File: src/rtl/axi_byte_pkg.sv
// Shared types and constants for the AXI-to-byte-port responder.
package axi_byte_pkg;

  localparam logic [1:0] RESP_OKAY   = 2'b00;
  localparam logic [1:0] RESP_SLVERR = 2'b10;
  localparam logic [1:0] RESP_DECERR = 2'b11;

  typedef enum logic [2:0] {
    ST_IDLE,
    ST_WR_BYTE,
    ST_WR_RESP,
    ST_RD_BYTE,
    ST_RD_RESP
  } state_t;

  typedef logic [2:0] lane_t;

endpackage

File: src/rtl/axi_byte_lane_pick.sv
// Lowest-set-bit encoder: selects the next byte lane still pending in a write strobe.
module axi_byte_lane_pick
  import axi_byte_pkg::*;
(
  input  logic [7:0] strb,
  output lane_t      lane,
  output logic       none
);

  always_comb begin
    lane = '0;
    none = 1'b1;
    // scan high to low so the lowest set bit is the last one written
    for (int unsigned i = 0; i < 8; i++) begin
      if (strb[7 - i]) begin
        lane = lane_t'(7 - i);
        none = 1'b0;
      end
    end
  end

endmodule

File: src/rtl/axi_byte_target.sv
// Single-beat AXI responder that serialises reads/writes into req/ack byte accesses
// on a local 8-bit port inside a decoded address window.
module axi_byte_target
  import axi_byte_pkg::*;
#(
  parameter logic [31:0] BASE_ADDR = 32'h0000_0000,
  parameter int unsigned WIN_BITS  = 12,
  parameter int unsigned TIMEOUT   = 255
) (
  input  logic                aclk,
  input  logic                aresetn,
  input  logic [31:0]         s_axi_awaddr,
  input  logic                s_axi_awvalid,
  output logic                s_axi_awready,
  input  logic [63:0]         s_axi_wdata,
  input  logic [7:0]          s_axi_wstrb,
  input  logic                s_axi_wvalid,
  output logic                s_axi_wready,
  output logic [1:0]          s_axi_bresp,
  output logic                s_axi_bvalid,
  input  logic                s_axi_bready,
  input  logic [31:0]         s_axi_araddr,
  input  logic                s_axi_arvalid,
  output logic                s_axi_arready,
  output logic [63:0]         s_axi_rdata,
  output logic [1:0]          s_axi_rresp,
  output logic                s_axi_rvalid,
  input  logic                s_axi_rready,
  output logic [WIN_BITS-1:0] byte_addr,
  output logic                byte_write,
  output logic [7:0]          byte_wdata,
  output logic                byte_req,
  input  logic                byte_ack,
  input  logic [7:0]          byte_rdata
);

  state_t      state, state_nxt;
  logic        aw_held, w_held, ar_held, last_wr;
  logic [31:0] awaddr_q, araddr_q;
  logic [63:0] wdata_q;
  logic [7:0]  strb_q;
  logic [31:0] tmo_cnt;
  lane_t       lane;
  logic        lane_none;
  logic        aw_in_win, ar_in_win, last_lane, tmo_last;
  logic        pick_wr, pick_rd, start_req, ack_ok, expire, b_done, r_done;

  axi_byte_lane_pick u_lane_pick (
    .strb (strb_q),
    .lane (lane),
    .none (lane_none)
  );

  assign aw_in_win = (awaddr_q >> WIN_BITS) == (BASE_ADDR >> WIN_BITS);
  assign ar_in_win = (araddr_q >> WIN_BITS) == (BASE_ADDR >> WIN_BITS);
  assign last_lane = (strb_q & ~(8'd1 << lane)) == '0;
  assign tmo_last  = (TIMEOUT != 0) && (tmo_cnt == 32'd1);

  always_ff @(posedge aclk) begin
    if (!aresetn) state <= ST_IDLE;
    else          state <= state_nxt;
  end

  always_comb begin
    state_nxt = state;
    pick_wr   = 1'b0;
    pick_rd   = 1'b0;
    start_req = 1'b0;
    ack_ok    = 1'b0;
    expire    = 1'b0;
    b_done    = 1'b0;
    r_done    = 1'b0;
    case (state)
      ST_IDLE: begin
        if (aw_held && w_held && (!ar_held || !last_wr)) pick_wr = 1'b1;
        else if (ar_held)                                pick_rd = 1'b1;
        if (pick_wr)      state_nxt = aw_in_win ? ST_WR_BYTE : ST_WR_RESP;
        else if (pick_rd) state_nxt = ar_in_win ? ST_RD_BYTE : ST_RD_RESP;
      end
      ST_WR_BYTE: begin
        // req is deasserted for one cycle between lanes, so each lane starts from req low
        if (byte_req) begin
          if (byte_ack) begin
            ack_ok = 1'b1;
            if (last_lane) state_nxt = ST_WR_RESP;
          end else if (tmo_last) begin
            expire    = 1'b1;
            state_nxt = ST_WR_RESP;
          end
        end else if (lane_none) begin
          state_nxt = ST_WR_RESP;
        end else begin
          start_req = 1'b1;
        end
      end
      ST_RD_BYTE: begin
        if (byte_req) begin
          if (byte_ack) begin
            ack_ok    = 1'b1;
            state_nxt = ST_RD_RESP;
          end else if (tmo_last) begin
            expire    = 1'b1;
            state_nxt = ST_RD_RESP;
          end
        end else begin
          start_req = 1'b1;
        end
      end
      ST_WR_RESP: begin
        if (s_axi_bvalid && s_axi_bready) begin
          b_done    = 1'b1;
          state_nxt = ST_IDLE;
        end
      end
      ST_RD_RESP: begin
        if (s_axi_rvalid && s_axi_rready) begin
          r_done    = 1'b1;
          state_nxt = ST_IDLE;
        end
      end
      default: state_nxt = ST_IDLE;
    endcase
  end

  always_ff @(posedge aclk) begin
    if (!aresetn) begin
      aw_held       <= 1'b0;
      w_held        <= 1'b0;
      ar_held       <= 1'b0;
      last_wr       <= 1'b0;
      awaddr_q      <= '0;
      araddr_q      <= '0;
      wdata_q       <= '0;
      strb_q        <= '0;
      tmo_cnt       <= '0;
      s_axi_awready <= 1'b1;
      s_axi_wready  <= 1'b1;
      s_axi_arready <= 1'b1;
      s_axi_bvalid  <= 1'b0;
      s_axi_bresp   <= RESP_OKAY;
      s_axi_rvalid  <= 1'b0;
      s_axi_rresp   <= RESP_OKAY;
      s_axi_rdata   <= '0;
      byte_req      <= 1'b0;
      byte_write    <= 1'b0;
      byte_addr     <= '0;
      byte_wdata    <= '0;
    end else begin
      if (s_axi_awvalid && s_axi_awready) begin
        aw_held       <= 1'b1;
        s_axi_awready <= 1'b0;
        awaddr_q      <= s_axi_awaddr;
      end
      if (s_axi_wvalid && s_axi_wready) begin
        w_held       <= 1'b1;
        s_axi_wready <= 1'b0;
        wdata_q      <= s_axi_wdata;
        strb_q       <= s_axi_wstrb;
      end
      if (s_axi_arvalid && s_axi_arready) begin
        ar_held       <= 1'b1;
        s_axi_arready <= 1'b0;
        araddr_q      <= s_axi_araddr;
      end

      if (pick_wr) begin
        last_wr     <= 1'b1;
        s_axi_bresp <= aw_in_win ? RESP_OKAY : RESP_DECERR;
      end
      if (pick_rd) begin
        last_wr     <= 1'b0;
        s_axi_rresp <= ar_in_win ? RESP_OKAY : RESP_DECERR;
        s_axi_rdata <= '0;
      end

      if (start_req) begin
        byte_req   <= 1'b1;
        tmo_cnt    <= TIMEOUT;
        byte_write <= (state == ST_WR_BYTE);
        if (state == ST_WR_BYTE) begin
          byte_addr  <= {awaddr_q[WIN_BITS-1:3], lane};
          byte_wdata <= wdata_q[8*lane +: 8];
        end else begin
          byte_addr  <= araddr_q[WIN_BITS-1:0];
          byte_wdata <= '0;
        end
      end

      if (ack_ok) begin
        byte_req <= 1'b0;
        if (byte_write) strb_q[lane] <= 1'b0;
        else            s_axi_rdata  <= {8{byte_rdata}};
      end else if (expire) begin
        byte_req <= 1'b0;
        strb_q   <= '0;
        if (byte_write) begin
          s_axi_bresp <= RESP_SLVERR;
        end else begin
          s_axi_rresp <= RESP_SLVERR;
          s_axi_rdata <= '0;
        end
      end else if (byte_req && (TIMEOUT != 0)) begin
        tmo_cnt <= tmo_cnt - 32'd1;
      end

      if (b_done) begin
        s_axi_bvalid  <= 1'b0;
        aw_held       <= 1'b0;
        w_held        <= 1'b0;
        s_axi_awready <= 1'b1;
        s_axi_wready  <= 1'b1;
      end else if (state == ST_WR_RESP) begin
        s_axi_bvalid <= 1'b1;
      end

      if (r_done) begin
        s_axi_rvalid  <= 1'b0;
        ar_held       <= 1'b0;
        s_axi_arready <= 1'b1;
      end else if (state == ST_RD_RESP) begin
        s_axi_rvalid <= 1'b1;
      end
    end
  end

endmodule

File: config.mk
export PLATFORM = sky130hd
export DESIGN_NAME = axi_byte_target
export DESIGN_NICKNAME = d
export VERILOG_FILES = /design/src/rtl/axi_byte_pkg.sv /design/src/rtl/axi_byte_lane_pick.sv /design/src/rtl/axi_byte_target.sv
export SDC_FILE = /design/constraint.sdc
export NUM_CORES = 1
export LEC_CHECK = 0
export CORE_UTILIZATION = 39
export DETAILED_ROUTE_END_ITERATION = 7
export PLACE_DENSITY_LB_ADDON = 0.3
export SETUP_SLACK_MARGIN = 0.2
export SYNTH_ARGS = -nofsm -noshare
export SYNTH_HDL_FRONTEND = slang
export SYNTH_SLANG_ARGS = --single-unit
File: constraint.sdc
create_clock -name aclk -period 3.9 [get_ports aclk]
set_input_delay 0.585 -clock aclk [delete_from_list [all_inputs] [get_ports aclk]]
set_output_delay 0.585 -clock aclk [all_outputs]
set_load 0.005 [all_outputs]
==> impl_metrics.csv <==
group,metric,value,unit
outcome,status,"finished, violations left",
outcome,violations,"DRC",
clock_network,clock_latency,0.54,ns
logic_synthesis,synth_compound_area_share,20.5,%
floorplanning,core_area,0.0261,sq mm
finish,stdcell_area,0.0140,sq mm
power_and_ir_drop,clkPwrFrac,35.2,%
worst_setup_path,cp-end-kind,"register",
logic_synthesis,synthMuxAreaShare,2.54,%
floorplanning,start_util,40.0,%
detailed_routing,drt-vias-per-instance,5.26,
worst_setup_path,start_kind,"register",
logic_synthesis,ys_ff_latch,267,
floorplanning,die_h,166,microns
sta,rsz0062_at_grt,"false",
sta,worst_slew_pin_slew,1.17,ns
detailed_routing,met1Wirelength,12400,microns
clock_network,clock-root-buffer,"clkbuf_16",
logic_synthesis,synth_xor_area_share,0,%
global_route,antenna_found_initial,1,
clock_network,post_cts_buffers,0,
floorplanning,die_x,166,microns
detailed_routing,first_pass_iters,7,
clock_network,h-tree-depth,1,
logic_synthesis,synth_fp_nets,1406,
sta,clock.fmax,325,MHz
place,portBuffers,243,
logic_synthesis,ys_top_cells_by_area,"dfxtp_1 51%, nand2_1 12%, a21oi_1 7.2%",
logic_synthesis,synth_top_family_by_area,"simple AND/OR/NAND/NOR gates",
job,cap_viol_max_count,0,
place,gp_congestion,0.831,
power_and_ir_drop,seq_power_share,42.6,%
logic_synthesis,synth-edff-count,0,
finish,final_util,53.7,%
power_and_ir_drop,power.switching,2230,uW
logic_synthesis,ys_seq_area_share,51.2,%
sta,period_needed,3.08,ns
logic_synthesis,synth_flop_cell,"dfxtp_1",
place,placed_area,0.0131,sq mm
worst_setup_path,cp_slowest_cell,"nor2_1",
detailed_routing,wl_met3,2190,microns
clock_network,postCtsHoldBufs,0,
logic_synthesis,synth_adder_area_share,0.335,%
detailed_routing,top_layer_used,"met4",
sta,slew_headroom,22.1,%
global_route,grt_pass1_wl,45700,microns
logic_synthesis,synth_area_leader_cell,"dfxtp_1",
logic_synthesis,synth_cell_types,56,
finish,layout.nets,1605,
logic_synthesis,syn-cell-area,0.0104,sq mm
worst_setup_path,arrival,3.56,ns
worst_setup_path,slowest_delay,0.72,ns
power_and_ir_drop,combPwrFrac,22.2,%
worst_setup_path,worst_ep_required_time,4.38,ns
power_and_ir_drop,p_int,5410,uW
finish,syn_to_final_growth,34.5,%
worst_setup_path,crit_chain,"inv_1, ha_1, nor3b_1, and4_1, and3_1, nor2_1, o211a_2, buf_4, a21o_1",
clock_network,post_cts_resized,0,
worst_setup_path,cp_max_fo,64,
worst_setup_path,cp.buffers_inverters,2,
logic_synthesis,synth-async-reset-ratio,0,%
detailed_routing,postRouteAntennaNets,0,
sta,fin_skew,0.00778,ns
detailed_routing,wl_met2,12400,microns
power_and_ir_drop,p_leak,0.00573,uW
floorplanning,die-area,0.0274,sq mm
finish,drive_above_1_share,5.50,%
logic_synthesis,syn_avg_cell_area,8.34,sq um
hold_path,hold_path_class,"register to register",
sta,tns,0,ns
logic_synthesis,synth-simple-area-share,21.5,%
logic_synthesis,synth_top_area_share,51.2,%
global_route,track_usage,20.1,%
finish,nFillCells,2433,
clock_network,cts_buffers,28,
sta,finalHoldViolCount,0,
detailed_routing,wl_per_cell,15.5,microns
place,hpwl,19400,microns
global_route,grt_max_degree,65,
power_and_ir_drop,sw_frac_of_total,29.2,%
clock_network,tritoncts,"built",
clock_network,cts_sinks,267,
floorplanning,io_pins,247,
power_and_ir_drop,ir_drop,0.495,mV
sta,setup_viol,0,
power_and_ir_drop,power_density,544,mW/mm^2
sta,period_share,79.0,%
detailed_routing,remaining_drc_errors,16,
worst_setup_path,critical_path.top_delay_family,"simple AND/OR/NAND/NOR gates",
detailed_routing,drt_wl_total,28000,microns
global_route,grt_overflow_total,0,
detailed_routing,vias,9512,
logic_synthesis,yosysWarnings,0,
sta,slew_viol_final,0,
worst_setup_path,worstSetupPathType,"register to register",
logic_synthesis,syn_inst,1252,
clock_network,clock_path_buffers,3,
detailed_routing,drt_iter0_markers,819,
power_and_ir_drop,total_power,7640,uW
global_route,grt_pass1_vias,9000,
floorplanning,core.rowCount,59,
clock_network,clkTransAtPathRegs,0.06,ns
==> placed cells by master, fill, tap and decap left out, types with 4 or more instances in the layout <==
cell type,count
and3_1,4
inv_1,16
nand2_1,321
mux2i_1,22
a311oi_1,11
mux2_2,4
or4_1,14
nand3_1,13
a21oi_1,150
clkinv_2,7
dfxtp_1,267
o21a_1,4
buf_4,18
clkbuf_8,6
o21ai_0,25
nor4_1,21
nor2_1,60
nand2b_1,5
nor3b_1,4
or3_1,13
a31oi_1,19
clkbuf_16,29
and2_1,12
a211oi_1,18
a221o_1,9
a21o_1,66
clkbuf_1,5
o211ai_1,7
o31ai_1,5
nor3_1,20
clkdlybuf4s50_1,243
o311ai_0,6
==> metrics by stage <==
stage | hold slack [ns] | cells | setup WS [ns]
floorplan | 0.428 | 1252 | 1.13
global placement | 0.432 | 1756 | 0.673
detailed placement | 0.438 | 1756 | 0.650
CTS | 0.452 | 1807 | 0.826
global route | 0.463 | 1808 | 0.563
finish | 0.448 | 1808 | 0.821
==> cell usage after synthesis (all sizes together), types with 2 or more instances <==
| master | number |
|---|---|
| or4 | 15 |
| nor3b | 5 |
| ha | 2 |
| o31a | 3 |
| nor3 | 21 |
| nor2 | 60 |
| or2 | 4 |
| and2 | 13 |
| o211a | 2 |
| nand2 | 322 |
| a221o | 9 |
| nand3b | 2 |
| a311oi | 11 |
| o21ai | 26 |
| and3 | 4 |
| clkbuf | 70 |
| buf | 22 |
| nand2b | 5 |
| or3 | 14 |
| a21o | 66 |
| inv | 17 |
| a21oi | 150 |
| o21a | 4 |
| o211ai | 7 |
| nor4 | 21 |
| nand3 | 13 |
| a31o | 2 |
| mux2 | 4 |
| a31oi | 19 |
| o41ai | 2 |
| and4 | 2 |
| nor4b | 2 |
| nand4b | 3 |
| a211oi | 18 |
| mux2i | 22 |
| dfxtp | 267 |
| o311ai | 7 |
| o31ai | 5 |
==> area by class of cell <==
cell class | count | area [sq um] | share of cell area (%)
Clock inverter | 11 | 113 | 0.802
Antenna cell | 1 | 2.50 | 0.0178
Sequential cell | 267 | 5350 | 38.1
Multi-Input combinational cell | 876 | 4710 | 33.5
Timing Repair Buffer | 261 | 2570 | 18.3
Tap cell | 335 | 419 | 2.98
Clock buffer | 40 | 827 | 5.89
Inverter | 17 | 66.3 | 0.472
==> registers in the layout, indices dropped and copies added, names as in the netlist, 2 cells and up <==
name	cells
s_axi_rresp	2
byte_addr	12
s_axi_rdata	64
wdata_q	64
state	3
strb_q	8
byte_wdata	8
tmo_cnt	32
araddr_q	32
s_axi_bresp	2
awaddr_q	29
==> kinds of logic after synthesis <==
logic type | count (synthesis)
flops | 267
fa+ha+maj | 3
buf+inv | 109
compound gates | 338
mux | 26
simple gates | 509
==> final timing paths <==
kind / startpoint / endpoint / slack, ns / cells past startpoint
max: tmo_cnt[1]$_SDFF_PN0_ / s_axi_rdata[62]$_SDFF_PN0_ / 0.82 / 9
min: s_axi_rdata[22]$_SDFF_PN0_ / s_axi_rdata[22]$_SDFF_PN0_ / 0.45 / 1
max reg2reg: tmo_cnt[1]$_SDFF_PN0_ / s_axi_rdata[62]$_SDFF_PN0_ / 0.82 / 9
min reg2reg: s_axi_rdata[22]$_SDFF_PN0_ / s_axi_rdata[22]$_SDFF_PN0_ / 0.45 / 1
==> power groups by stage <==
| stage | registers (uW) | logic, uW | clock network, uW |
|---|---|---|---|
| after CTS | 3250 | 1700 | 2740 |
| after global placement | 3290 | 1670 | 0 |
| after floorplan | 3210 | 1130 | 0 |
| after detailed placement | 3310 | 1700 | 0 |
| after global routing | 3300 | 1880 | 2850 |
| final | 3260 | 1700 | 2690 |
==> per-layer routing <==
| layer | vias up | track usage (%) |
|---|---|---|
| met3 | 65 | 4.99 |
| met4 | 0 | 7.84 |
| li1 | 4763 | - |
| met5 | - | 0 |
| met1 | 4382 | 26.5 |
| met2 | 302 | 31.5 |
Power figures use the tool's default switching activity.
